==> src/rtl/rca_pkg.sv <==
// Shared definitions for the ripple-carry accumulator slice.
package rca_pkg;

  // Datapath width of the existing RCA_16bit adder.
  localparam int unsigned RCA_DATA_W = 16;

  // Accumulator FSM state encodings.
  typedef enum logic [1:0] {
    StIdle  = 2'd0,
    StAccum = 2'd1,
    StDone  = 2'd2
  } acc_state_t;

endpackage

==> src/rtl/RCA_16bit.sv <==
// 16-bit ripple-carry adder: carry walks bit 0 to bit 15 through full-adder cells.
module RCA_16bit (
  input  logic [15:0] a,
  input  logic [15:0] b,
  input  logic        cin,
  output logic [15:0] sum,
  output logic        cout
);

  // Chain of full adders; c carries between cells.
  always_comb begin
    logic c;
    c   = cin;
    sum = '0;
    for (int i = 0; i < 16; i++) begin
      sum[i] = a[i] ^ b[i] ^ c;
      c      = (a[i] & b[i]) | (c & (a[i] ^ b[i]));
    end
    cout = c;
  end

endmodule

==> src/rtl/rca16_accumulator.sv <==
// Burst accumulator behind RCA_16bit: sums count_n operands via valid/ready,
// counting carry-outs (saturating) and flagging any carry (sticky).
module rca16_accumulator
  import rca_pkg::*;
#(
  parameter int unsigned CNT_W  = 8,
  parameter int unsigned DATA_W = 16
) (
  input  logic              clk,
  input  logic              rst,
  input  logic              start,
  input  logic [CNT_W-1:0]  count_n,
  input  logic              cin_init,
  input  logic              in_valid,
  input  logic [DATA_W-1:0] in_data,
  output logic              in_ready,
  output logic              busy,
  output logic              done,
  output logic [DATA_W-1:0] acc_out,
  output logic [CNT_W-1:0]  carry_cnt,
  output logic              ovf
);

  // The adder is fixed-width; any other datapath width cannot be built.
  if (DATA_W != RCA_DATA_W) begin : gen_width_check
    $error("rca16_accumulator: DATA_W must equal the RCA_16bit width");
  end

  acc_state_t        state_q, state_d;
  logic [DATA_W-1:0] acc_q;
  logic [CNT_W-1:0]  carry_cnt_q;
  logic              ovf_q;
  logic [CNT_W-1:0]  remaining_q;
  logic              first_q;
  logic              cin_init_q;

  logic [DATA_W-1:0] sum;
  logic              cout;
  logic              transfer;

  assign transfer = in_valid & in_ready;

  // Carry-in only ever applies to the first accepted operand of a burst.
  RCA_16bit u_rca (
    .a    (acc_q),
    .b    (in_data),
    .cin  (first_q & cin_init_q),
    .sum  (sum),
    .cout (cout)
  );

  // State register.
  always_ff @(posedge clk or posedge rst) begin
    if (rst) begin
      state_q <= StIdle;
    end else begin
      state_q <= state_d;
    end
  end

  // Next-state logic.
  always_comb begin
    state_d = state_q;
    unique case (state_q)
      StIdle: begin
        if (start) begin
          state_d = (count_n != '0) ? StAccum : StDone;
        end
      end
      StAccum: begin
        if (transfer && (remaining_q == CNT_W'(1))) begin
          state_d = StDone;
        end
      end
      StDone:  state_d = StIdle;
      default: state_d = StIdle;
    endcase
  end

  // Moore outputs decoded from the current state.
  always_comb begin
    in_ready = (state_q == StAccum);
    busy     = (state_q == StAccum) || (state_q == StDone);
    done     = (state_q == StDone);
  end

  // Datapath: clear on start, accumulate on each transfer, otherwise hold.
  always_ff @(posedge clk or posedge rst) begin
    if (rst) begin
      acc_q       <= '0;
      carry_cnt_q <= '0;
      ovf_q       <= 1'b0;
      remaining_q <= '0;
      first_q     <= 1'b0;
      cin_init_q  <= 1'b0;
    end else begin
      if (state_q == StIdle && start) begin
        acc_q       <= '0;
        carry_cnt_q <= '0;
        ovf_q       <= 1'b0;
        if (count_n != '0) begin
          remaining_q <= count_n;
          cin_init_q  <= cin_init;
          first_q     <= 1'b1;
        end
      end else if (transfer) begin
        acc_q       <= sum;
        ovf_q       <= ovf_q | cout;
        first_q     <= 1'b0;
        remaining_q <= remaining_q - CNT_W'(1);
        if (cout && (carry_cnt_q != '1)) begin
          carry_cnt_q <= carry_cnt_q + CNT_W'(1);
        end
      end
    end
  end

  assign acc_out   = acc_q;
  assign carry_cnt = carry_cnt_q;
  assign ovf       = ovf_q;

endmodule
==> config.mk <==
export PLATFORM = sky130hd
export DESIGN_NAME = rca16_accumulator
export DESIGN_NICKNAME = d
export VERILOG_FILES = /design/src/rtl/rca_pkg.sv /design/src/rtl/RCA_16bit.sv /design/src/rtl/rca16_accumulator.sv
export SDC_FILE = /design/constraint.sdc
export NUM_CORES = 1
export LEC_CHECK = 0
export BUFFER_PORTS_ARGS = -buffer_cell sky130_fd_sc_hd__buf_4
export CORE_UTILIZATION = 50
export CTS_BUF_LIST = sky130_fd_sc_hd__clkbuf_2 sky130_fd_sc_hd__clkbuf_4 sky130_fd_sc_hd__clkbuf_8
export CTS_CLUSTER_SIZE = 8
export DETAILED_ROUTE_END_ITERATION = 7
export PLACE_DENSITY = 0.76
export SYNTH_ARGS = -nofsm -noshare
export SYNTH_HDL_FRONTEND = slang
export SYNTH_HIERARCHICAL = 1
export SYNTH_SLANG_ARGS = --single-unit
==> constraint.sdc <==
create_clock -name clk -period 10.3 [get_ports clk]
set_clock_uncertainty 0.2 [all_clocks]
set_input_delay 2.06 -clock clk [delete_from_list [all_inputs] [get_ports clk]]
set_output_delay 2.06 -clock clk [all_outputs]
set_load 0.03 [all_outputs]
==> impl_metrics.env <==
export IMPL_drt_iter0_drc=87
export IMPL_finalCritPeriodShare_pct=85.6
export IMPL_share_seq_of_total_power_pct=34.6
export IMPL_layout_drive_gt1_share_pct=25.2
export IMPL_grt_pass1_wl_um=8560
export IMPL_synth_top_area_cell="dfrtp_1"
export IMPL_yosysWarnings=6
export IMPL_outcome="completed"
export IMPL_fmax_ghz=0.113
export IMPL_synth_seq_area_share_pct=41.0
export IMPL_root_buffer="clkbuf_8"
export IMPL_first_pass_iters=4
export IMPL_critPathRequiredTime_ps=10300
export IMPL_top_layer="met4"
export IMPL_power_leakage_nw=1.32
export IMPL_setup_tns_ps=0
export IMPL_grt_pass1_vias=1902
export IMPL_synth_area_top_cells="dfrtp_1 41%, fa_1 14%, nand2_1 8.2%"
export IMPL_wl_per_cell_um=14.8
export IMPL_core_region_area_um2=4350
export IMPL_row_count=24
export IMPL_critPathArrivalTime_ps=8820
export IMPL_grt_usage_pct=22.3
export IMPL_cp_top_family="adder cells"
export IMPL_slew_headroom_pct=50.3
export IMPL_cts_sinks=37
export IMPL_grt_max_degree=38
export IMPL_hp_class="register to register"
export IMPL_die_area_um2=4780
export IMPL_cts_resized=0
export IMPL_max_stage_delay_ps=400
export IMPL_syn_nets=285
export IMPL_hold_viol_final=0
export IMPL_drc=0
export IMPL_clkTransAtPathRegs_ps=70
export IMPL_vias=1919
export IMPL_setup_viol=0
export IMPL_cp_slowest_cell="fa_1"
export IMPL_ys_top_cells_by_count="49 x nand2_1, 37 x dfrtp_1, 26 x a21oi_1"
export IMPL_chipHeight_um=69.2
export IMPL_syn_to_final_growth_pct=24.5
export IMPL_diodes=0
export IMPL_fill_cells=372
export IMPL_slew_viol_final=0
export IMPL_io_pins=57
export IMPL_dp_hpwl_um=3650
export IMPL_wl_met2_um=2560
export IMPL_dp_cells=335
export IMPL_die_w_um=69.2
export IMPL_synth_area_um2=2260
export IMPL_crit_type="primary input to register"
export IMPL_fin_nets=341
export IMPL_synth_seq_cells=37
export IMPL_p_switching_uw=331
export IMPL_vias_per_cell=5.61
export IMPL_async_flop_share_pct=100
export IMPL_worstMarginPinSlew_ps=744
export IMPL_syn_inst=234
export IMPL_clk_latency_ps=290
export IMPL_post_cts_buffers=0
export IMPL_gp_congestion=0.843
export IMPL_swShare_pct=45.1
export IMPL_htreeDepth=2
export IMPL_grt_overflow=0
export IMPL_comb_power_share_pct=51.2
export IMPL_rsz0062_at_grt="no"
export IMPL_ir_drop_uv=112
export IMPL_cts_hold_buffers=0
export IMPL_power_density_nw_per_um2=261
export IMPL_synthDistinctLibCells=40
export IMPL_critPathCaptureType="register"
export IMPL_fin_cells=342
export IMPL_port_buffer_count=56
export IMPL_ant_nets=0
export IMPL_synth_edf_count=0
export IMPL_cts_made_buffers=5
export IMPL_synth_flop_cell="dfrtp_1"
export IMPL_avgSynthCellArea_um2=9.64
export IMPL_cts_tree="done"
export IMPL_drv_cap=0
export IMPL_internal_power_uw=402
export IMPL_critPathBufInv=5
export IMPL_period_minus_slack_ps=8820
export IMPL_wl_met3_um=292
export IMPL_wl_um=5060
export IMPL_initial_core_util_pct=51.8
export IMPL_synth_top_cell_area_share_pct=41.0
export IMPL_clk_path_buf_depth=2
export IMPL_synth_most_common_cell="nand2_1"
export IMPL_worstSetupStartpointType="primary input"
export IMPL_cp_common_cell="fa_1"
export IMPL_wl_met1_um=2140
export IMPL_antenna_found_initial=0
export IMPL_path_max_fanout=7
export IMPL_power_frac_clock_pct=14.3
## sequential cells by signal, indices dropped and copies added (netlist names)
name and count:
carry_cnt 8, ovf 1, remaining_q 8, state_q 2, cin_init_q 1, first_q 1
acc_out 16
## final timing paths
kind / start / endpoint / slack (ps) / depth (start not counted)
worst max-delay path: in_data[0] / carry_cnt[3]$_DFFE_PP0P_ / 1480 / 25
worst min-delay path: cin_init_q$_DFFE_PP0P_ / cin_init_q$_DFFE_PP0P_ / 290 / 2
worst max register to register: first_q$_DFFE_PP0P_ / carry_cnt[3]$_DFFE_PP0P_ / 2830 / 25
worst min register to register: cin_init_q$_DFFE_PP0P_ / cin_init_q$_DFFE_PP0P_ / 290 / 2
max in group asynchronous: rst / first_q$_DFFE_PP0P_ / 7890 / 3
min in group asynchronous: rst / state_q[1]$_DFFE_PP0P_ / 1680 / 3
## cells by family after synthesis
logic type	count (synthesis)	synth area share, %
xor+xnor	3	1.16
simple gates	93	19.1
fa+ha+maj	22	17.5
buf+inv	27	4.66
flops	37	41.0
compound gates	52	16.5
## tightest hold or removal path: stages (launching register included)
cell,delay (ps)
dfrtp_1,340
nand2_1,50
nand2_1,60
## per-layer routing
layer | global-route usage [%] | vias to the layer above
li1 | - | 912
met1 | 29.4 | 940
met2 | 36.7 | 60
met3 | 4.80 | 7
met4 | 7.48 | 0
met5 | 0 | -
## placed cells by master (no fill, tap or decap), types with 2 or more instances in the layout
master / Yosys / layout
fa_1: 16 / 16
o221a_2: 2 / 2
dfrtp_1: 37 / 37
nor4_1: 3 / 3
o21ai_0: 2 / 2
inv_1: 18 / 18
o31ai_1: 2 / 2
ha_1: 6 / 6
xor2_1: 2 / 2
a21oi_1: 26 / 26
nand4_1: 3 / 3
nand2_1: 49 / 49
and2_1: 4 / 4
nor3_1: 6 / 6
o21ai_2: 2 / 2
nand3_1: 8 / 8
clkbuf_8: 0 / 6
o22a_1: 2 / 2
a31oi_1: 2 / 2
o211ai_1: 4 / 4
and3_1: 2 / 2
or4_1: 3 / 3
buf_4: 1 / 58
nor2_1: 10 / 10
or4_4: 2 / 2
## power groups by stage
stage / clock [mW] / sequential (mW) / combinational, mW
floorplan: 0 / 0.303 / 0.206
global route: 0.112 / 0.265 / 0.412
CTS: 0.107 / 0.254 / 0.377
detailed placement: 0 / 0.257 / 0.375
finish: 0.104 / 0.253 / 0.375
global placement: 0 / 0.254 / 0.363
## layout make-up
cell class | count | area (um^2) | share of cell area, %
clock buffers | 7 | 90.1 | 3.21
well taps | 52 | 65.1 | 2.32
flip-flops and latches | 37 | 926 | 33.0
multi-input cells | 170 | 1220 | 43.6
inverters | 18 | 67.6 | 2.41
repair buffers | 58 | 435 | 15.5
## through the flow
| stage | total power, mW | instance area, um^2 | setup WS, ps | hold slack, ps | utilization (%) |
|---|---|---|---|---|---|
| floorplan | 0.509 | 2260 | 1540 | 237 | - |
| global route | 0.789 | 2810 | 1140 | 336 | 64.5 |
| global placement | 0.617 | 2720 | 1320 | 255 | 62.4 |
| detailed placement | 0.631 | 2720 | 1160 | 276 | 62.4 |
| CTS | 0.738 | 2810 | 1490 | 292 | 64.5 |
| finish | 0.733 | 2810 | 1480 | 285 | 64.5 |
Note: power is estimated with default switching activity, not from simulation.
